**config.mk**
```make
export PLATFORM = sky130hd
export DESIGN_NAME = shift_engine
export DESIGN_NICKNAME = d
export VERILOG_FILES = /design/src/rtl/shift_engine.sv
export SDC_FILE = /design/constraint.sdc
export NUM_CORES = 1
export LEC_CHECK = 0
export BUFFER_PORTS_ARGS = -buffer_cell sky130_fd_sc_hd__buf_2
export CORE_MARGIN = 3
export CORE_UTILIZATION = 40
export CTS_BUF_LIST = sky130_fd_sc_hd__clkbuf_4 sky130_fd_sc_hd__clkbuf_8
export DETAILED_ROUTE_END_ITERATION = 8
export GPL_ROUTABILITY_DRIVEN = 0
export PLACE_DENSITY_LB_ADDON = 0.2
export SYNTH_ARGS = -nofsm -noshare
export SYNTH_HDL_FRONTEND = slang
export SYNTH_SLANG_ARGS = --single-unit
```
**constraint.sdc**
```tcl
create_clock -name clock -period 1.4 [get_ports clock]
set_clock_uncertainty 0.2 [all_clocks]
set_input_delay 0.14 -clock clock [delete_from_list [all_inputs] [get_ports clock]]
set_output_delay 0.14 -clock clock [all_outputs]
set_load 0.03 [all_outputs]
```
**src/rtl/shift_engine.sv**
```systemverilog
// shift_engine: bit-counted serial shift unit for the I2C byte path.
// Latency: out/count/busy/done update on the rising clock edge; sout is combinational from out.
// Backpressure: none; the bit FSM paces the unit with one shift strobe per bit,
//   and strobes arriving while idle are ignored.
//
// Ports:
//   clock, reset_n  rising-edge clock, asynchronous active-low reset
//   load            load ins, clear count, begin a transfer
//   start           begin a transfer keeping current contents (receive-only frames)
//   abort           cancel the active transfer, contents held
//   shift, inb      bit strobe and serial input captured on that strobe
//   ins             parallel load data
//   out, sout       parallel contents and outgoing serial bit
//   count           bits shifted so far in the current transfer
//   busy, done      transfer in progress; one-cycle completion pulse
module shift_engine #(
  parameter int REGISTER_SIZE = 8,
  parameter bit MSB_FIRST     = 1'b1,
  parameter int CW            = $clog2(REGISTER_SIZE + 1)
) (
  input  logic                     clock,
  input  logic                     reset_n,
  input  logic                     load,
  input  logic                     start,
  input  logic                     abort,
  input  logic                     shift,
  input  logic                     inb,
  input  logic [REGISTER_SIZE-1:0] ins,
  output logic [REGISTER_SIZE-1:0] out,
  output logic                     sout,
  output logic [CW-1:0]            count,
  output logic                     busy,
  output logic                     done
);

  typedef enum logic {
    IDLE   = 1'b0,
    ACTIVE = 1'b1
  } state_t;

  // Count value at which the next accepted shift closes the frame.
  localparam logic [CW-1:0] LAST = CW'(REGISTER_SIZE - 1);

  state_t                   state, state_nxt;
  logic [REGISTER_SIZE-1:0] out_nxt;
  logic [CW-1:0]            count_nxt;
  logic                     done_nxt;
  logic [REGISTER_SIZE-1:0] shifted;

  // Shift direction and outgoing bit are fixed at elaboration time.
  generate
    if (MSB_FIRST) begin : g_msb
      assign shifted = {out[REGISTER_SIZE-2:0], inb};
      assign sout    = out[REGISTER_SIZE-1];
    end else begin : g_lsb
      assign shifted = {inb, out[REGISTER_SIZE-1:1]};
      assign sout    = out[0];
    end
  endgenerate

  assign busy = (state == ACTIVE);

  always_ff @(posedge clock or negedge reset_n) begin
    if (!reset_n) begin
      state <= IDLE;
      out   <= '0;
      count <= '0;
      done  <= 1'b0;
    end else begin
      state <= state_nxt;
      out   <= out_nxt;
      count <= count_nxt;
      done  <= done_nxt;
    end
  end

  // abort > load > start > shift. A load/start coinciding with the completing
  // shift takes priority, so the frame restarts and no done pulse is produced.
  always_comb begin
    state_nxt = state;
    out_nxt   = out;
    count_nxt = count;
    done_nxt  = 1'b0;
    if (abort) begin
      state_nxt = IDLE;
      count_nxt = '0;
    end else if (load) begin
      out_nxt   = ins;
      count_nxt = '0;
      state_nxt = ACTIVE;
    end else if (start) begin
      count_nxt = '0;
      state_nxt = ACTIVE;
    end else if (shift && (state == ACTIVE)) begin
      out_nxt = shifted;
      if (count == LAST) begin
        count_nxt = '0;
        state_nxt = IDLE;
        done_nxt  = 1'b1;
      end else begin
        count_nxt = count + CW'(1);
      end
    end
  end

endmodule

```
==> impl_results.md, run 1 <==
* Die W at 47.7 microns
* Vias per inst at 5.17
* Hold Startpoint: start
* CP max-delay cell: or4_1
* Avg Inst Size Synth at 12.9 sq um
* Hold WS at -1.27 ps
* Dpl hpwl at 1130 microns
* Clk sinks at 14
* Max-slew violations at 0
* Clk_lat worst skew at 290 ps
* Via Count at 574
* Status: finished, violations left
* DRC at 0
* Antenna Cells at 0
* Floorplan core area at 1580 sq um
* Hold WC Path Type: in2reg
* Max VDD drop at 0.825 mV
* Synthesis-to-finish area growth at 52.3%
* IO Port Bufs at 29
* Crit. End Element: flop
* # Post-CTS Setup Buffers at 0
* Clock Tree Buf Depth at 2
* Sequential-to-total area share from yosys stat at 0.505
* I/O pin count at 30
* Fin. Hold Viols at 1
* Cells on Worst Hold Path at 3
* GRT Util Overall at 0.150
* R2r endpoint: count[3]
* Setup violators final at 9
* Final net count at 112
* Std-Cell Rows at 14
* Worst-path clk slew at 90 ps
* Critical Path, Cell by Cell: nand3_2, or4_1, a21oi_2
* Util after Layout at 0.671
* Post-DR wirelength/cell at 14.3 microns
* CTS Buf Count at 3
* Vias in the first global route at 526
* Delay-heaviest family, CP: simple AND/OR/NAND/NOR gates
* DR pass1 iterations at 2
* Initial antenna violation count at 0
* Critical path class: reg2reg
* Post-DP Area at 932 sq um
* Post-synth cell types at 21
* Power per cell area at 1240 nW/um^2
* Worst Path Required at 1410 ps
* RSZ-0062 raised after global routing: true
* First DRT Iteration DRCs at 5
* Mapped Nets at 70
* Max cap viols at 0
* Fmax achieved at 0.668 GHz
* CTS tree: done
* Starting Density at 0.440
* Crit path launch type: flop
* Register-to-register setup slack at -100 ps
* Syn Std Cell Area at 694 sq um
* Hold EP: busy
* H-Tree Depth at 1
* Leakage power total at 0.503 nW
* Largest stage delay on the critical path at 550 ps
* Final Critical Period at 1500 ps
* Fin area at 1060 sq um
* Largest net degree at the start of global routing at 15
* Worst EP arrival at 1500 ps
* Mapped Cells at 54
* Root buf cell: clkbuf_4
* Failing checks: negative hold slack, negative setup slack
* Buffer and inverter count on the worst path at 0
* Yosys Warn Count at 0
* Crit-path max FO at 3
* Reg2Reg Depth at 3
* Tcrit/Tclk final at 1.07
* Routed WL at 1590 microns
* Setup WS post-layout at -96.7 ps
* Overflow after GRT at 0
* Layout cell share with drive strength beyond 1 at 0.705
* Worst r2r src: count[1]
* Fillers at 123
* First-pass GRT wire length at 2310 microns
* Register bit total from synthesis at 14
* Die area at 2270 sq um
* Worst slew margin at 0.798
* Final ANT Viol Nets at 0
* Slew @ Worst Pin at 303 ps
* Chip height at 47.7 microns
[worst max-delay path by stage]
stage / to / cells past startpoint / slack (ps) / from
finish: count[3] / 3 / -100 / count[1]
detailed placement: out[1] / 4 / -60 / busy
floorplan: out[0] / 3 / -200 / busy
CTS: out[5] / 4 / -80 / busy
global placement: out[2] / 4 / -8 / busy
global route: count[3] / 3 / -160 / count[0]
[stage by stage]
stage	worst slack [ps]	std cells	total power, W	hold slack (ps)	setup TNS [ps]
after CTS	-79.0	110	0.00129	-69.1	-500
after detailed placement	-62.7	104	0.000967	-151	-400
after global placement	-8.20	104	0.000958	-154	-42.7
final	-96.7	111	0.00131	-1.27	-608
after floorplan	-199	54	0.000831	-356	-1680
after global routing	-159	111	0.00138	8.62	-863
[area by class of cell]
type	count	area, sq um	share of cell area
Multi-Input combinational cell	38	398	0.376
Sequential cell	14	355	0.336
Tap cell	16	20.0	0.0189
Timing Repair Buffer	39	248	0.234
Clock buffer	4	36.3	0.0343
[kinds of logic (layout without fill, tap and decap cells)]
| group | after synthesis | in the layout | share of synthesized area |
|---|---|---|---|
| multiplexers | 16 | 16 | 0.259 |
| adder cells (fa/ha/maj) | 1 | 1 | 0.0180 |
| buffers and inverters | 2 | 43 | 0.0180 |
| AO/OA/AOI/OAI | 5 | 5 | 0.0613 |
| flip-flops | 14 | 14 | 0.505 |
| XOR/XNOR | 2 | 2 | 0.0252 |
| AND/OR/NAND/NOR | 14 | 14 | 0.114 |
[metal layers]
layer  track usage  vias to the layer above  wire length (microns)
met4        0.0806                        0                     19
met2         0.243                       21                    774
met5             0                        -                      0
li1              -                      274                      -
met3        0.0338                        2                     81
met1         0.184                      277                    714
[state kept, by name, indices dropped and copies added (netlist names)]
| name | cells |
|---|---|
| busy | 1 |
| count | 4 |
| done | 1 |
| out | 8 |
[Yosys cell counts]
library cell / instances / area (sq um)
mux2_2: 16 / 180
dfrtp_1: 14 / 350
nand3_1: 3 / 15.0
a21oi_1: 2 / 10.0
nor2_1: 2 / 7.51
xor2_1: 2 / 17.5
buf_2: 1 / 5.00
buf_4: 1 / 7.51
ha_1: 1 / 12.5
nand2_1: 1 / 3.75
nand2_2: 1 / 6.26
nand2b_1: 1 / 6.26
nor2b_1: 1 / 6.26
nor3_1: 1 / 5.00
nor3b_1: 1 / 7.51
o21ai_0: 1 / 5.00
o22ai_1: 1 / 6.26
o31ai_4: 1 / 21.3
or2b_1: 1 / 7.51
or3_1: 1 / 6.26
or4_1: 1 / 7.51
[layout by cell type (no fill, tap or decap)]
cell type       n
buf_2          27
dfrtp_1        10
mux2_2          8
mux2_4          8
buf_4           5
dfrtp_2         4
buf_6           4
clkbuf_4        3
dlygate4sd3_1   3
nand3_2         2
nor2_1          2
xor2_1          2
or3_1           1
nor3b_2         1
nor2b_1         1
nand2_4         1
nand2b_1        1
o31ai_4         1
or4_1           1
o21ai_0         1
a21oi_2         1
or2b_1          1
o22ai_1         1
nand3_1         1
nand2_1         1
a21oi_1         1
nor3_1          1
ha_4            1
clkbuf_8        1
[report_power, final]
| group | switching, W | internal, W | total (W) |
|---|---|---|---|
| logic | 0.000268 | 0.000223 | 0.000492 |
| registers | 0.0000537 | 0.000475 | 0.000529 |
| clock network | 0.000136 | 0.000158 | 0.000294 |
| total | 0.000458 | 0.000857 | 0.00131 |
[worst min-delay path, stage by stage]
cell	delay (ps)
buf_2	130
nor2_1	90
o22ai_1	90
[what timing repair did]
item,CTS,global route
endpoints found under the setup margin,9,15
hold endpoints to repair,16,1
cloned,0,0
resized for setup,6,12
hold buffers,2,1
pin swaps,1,2
No activity file was read; power rests on OpenSTA's default activity.
==> inputs of run 2 (changes only) <==
--- a/config.mk
+++ b/config.mk
@@ -5,8 +5,9 @@
 export SDC_FILE = /design/constraint.sdc
 export NUM_CORES = 1
 export LEC_CHECK = 0
+export ABC_CLOCK_PERIOD_IN_PS = 1400
 export BUFFER_PORTS_ARGS = -buffer_cell sky130_fd_sc_hd__buf_2
-export CORE_MARGIN = 3
+export CORE_MARGIN = 2
 export CORE_UTILIZATION = 40
 export CTS_BUF_LIST = sky130_fd_sc_hd__clkbuf_4 sky130_fd_sc_hd__clkbuf_8
 export DETAILED_ROUTE_END_ITERATION = 8
==> constraint.sdc (replaced) <==
create_clock -name clock -period 1.4 [get_ports clock]
set_clock_uncertainty 0.2 [all_clocks]
set_input_delay 0.07 -clock clock [delete_from_list [all_inputs] [get_ports clock]]
set_output_delay 0.07 -clock clock [all_outputs]
set_load 0.03 [all_outputs]
==> run 2 against run 1 <==
  * Register-to-register slack better by 30 ps
  * Critical endpoint unchanged
  * The flow finishes with violations (negative setup slack)
  * Final cell count is 11% higher
  * Wire length is 2.1% lower
  * Final area is 7.0% higher
  * Sequential share of layout area is 2.2 points lower
  * Setup slack better by 31 ps
  * Via count is 8.7% higher
==> impl_results.md, run 2 (synthesized netlist as in run 1, its figures left out) <==
* DRC at 0
* Leakage power total at 0.525 nW
* Setup WS pre-CTS at -51.9 ps
* Final Critical Period at 1470 ps
* Final ANT Viol Nets at 0
* Floorplan core area at 1670 sq um
* Layout cell share with drive strength beyond 1 at 0.632
* Register-to-register setup slack at -70 ps
* Slew @ Worst Pin at 313 ps
* Root buf cell: clkbuf_4
* Worst Path Required at 1400 ps
* Largest net degree at the start of global routing at 15
* Die area at 2090 sq um
* Tcrit/Tclk final at 1.05
* Worst EP arrival at 1470 ps
* Crit. End Element: flop
* Clk sinks at 14
* Max VDD drop at 0.877 mV
* Worst slew margin at 0.792
* Most frequent cells in the layout: buf_2 (29), mux2_2 (14), dlygate4sd3_1 (13)
* Die W at 45.7 microns
* First DRT Iteration DRCs at 12
* Critical path class: reg2reg
* First-pass GRT wire length at 2460 microns
* Max reg flops at 8
* Final Power at 0.00125 W
* Critical Path, Cell by Cell: nand3_2, or4_1, a21oi_2
* Antenna Cells at 0
* Worst-path clk slew at 80 ps
* Post-DR wirelength/cell at 12.7 microns
* Clock Tree Buf Depth at 2
* DR pass1 iterations at 5
* CTS Buf Count at 3
* Fmax achieved at 0.682 GHz
* Std-Cell Rows at 15
* Power per cell area at 1100 nW/um^2
* Net Sw Frac at 0.346
* Hold WC Path Type: in2async
* Final net count at 123
* Status: finished, violations left
* Clk_lat worst skew at 270 ps
* Combinational cell fraction of total power at 0.379
* IO Port Bufs at 29
* Fin. Hold Viols at 0
* Max cap viols at 0
* RSZ-0062 raised after global routing: true
* CTS tree: done
* Flop pwr share at 0.420
* Chip height at 45.7 microns
* CP max-delay cell: or4_1
* Failing checks: negative setup slack
* Overflow after GRT at 0
* Via Count at 624
* Largest stage delay on the critical path at 560 ps
* H-Tree Depth at 1
* Synthesis-to-finish area growth at 62.9%
* Setup WS post-layout at -65.6 ps
* Vias in the first global route at 565
* Clock group share of total power at 0.201
* Setup violators final at 9
* Max-slew violations at 0
* Dpl hpwl at 1060 microns
* Reg2Reg Depth at 3
* NetSw at 0.000432 W
* Commonest non-fill, non-tap cell in the layout: buf_2
* Int Pwr at 0.000815 W
* Crit path launch type: flop
* GRT Util Overall at 0.168
* Crit-path max FO at 3
* Vias per inst at 5.07
* Initial antenna violation count at 0
* Routed WL at 1560 microns
* Largest Register: out
* Starting Density at 0.416
* I/O pin count at 30
* Largest registers: out: 8 flops, count: 4 flops
run 2: final timing paths:
kind                           from  endpoint
max reg2reg                count[1]  count[3]
min in group clock            start  count[3]
min reg2reg                  out[1]    out[1]
max in group asynchronous   reset_n  count[2]
min                         reset_n  count[1]
max                        count[1]  count[3]
run 2: routing by layer:
metal	up-vias	part of all wire	track usage
met5	-	0	0
met4	0	0.0064	0.0882
met3	2	0.048	0.0278
met2	19	0.50	0.265
met1	299	0.45	0.219
li1	304	-	-
run 2: timing repair:
action                                  4_1_cts  5_1_grt
endpoints found under the setup margin       10       13
buffers inserted                              1        0
pin swaps                                     2        1
gates resized for setup                       1        3
hold endpoints to repair                     24        0
hold buffers                                 13        0
run 2: metrics by stage:
step | instance area, sq um | util | cells | TNS, ps | hold slack, ps
after detailed placement | 946 | 0.566 | 105 | -373 | -217
after global placement | 946 | 0.566 | 105 | -225 | -216
after global routing | 1130 | 0.677 | 123 | -872 | 39.1
after CTS | 1120 | 0.669 | 123 | -444 | 0.0586
final | 1130 | 0.677 | 123 | -414 | 12.2
after floorplan | 727 | - | 54 | -1680 | -426
run 2: power by group through the flow:
stage | registers, W | logic (W) | clock network [W]
2_1_floorplan | 0.000671 | 0.000159 | 0
3_3_place_gp | 0.000530 | 0.000432 | 0
3_5_place_dp | 0.000534 | 0.000436 | 0
4_1_cts | 0.000526 | 0.000471 | 0.000261
5_1_grt | 0.000538 | 0.000500 | 0.000275
6_report | 0.000524 | 0.000473 | 0.000250
run 2: final cells by class:
cell class | instances | area (sq um)
fill | 129 | 539
multi-input combinational | 38 | 377
sequential | 14 | 355
timing repair buffer | 50 | 348
clock buffer | 4 | 30.0
tap | 17 | 21.3
run 2: worst max-delay path: cells and delay by family (launching register included):
kind,cells,cell delay (ps)
AND/OR/NAND/NOR,2,650
AO/OA/AOI/OAI,1,130
flip-flops,1,410
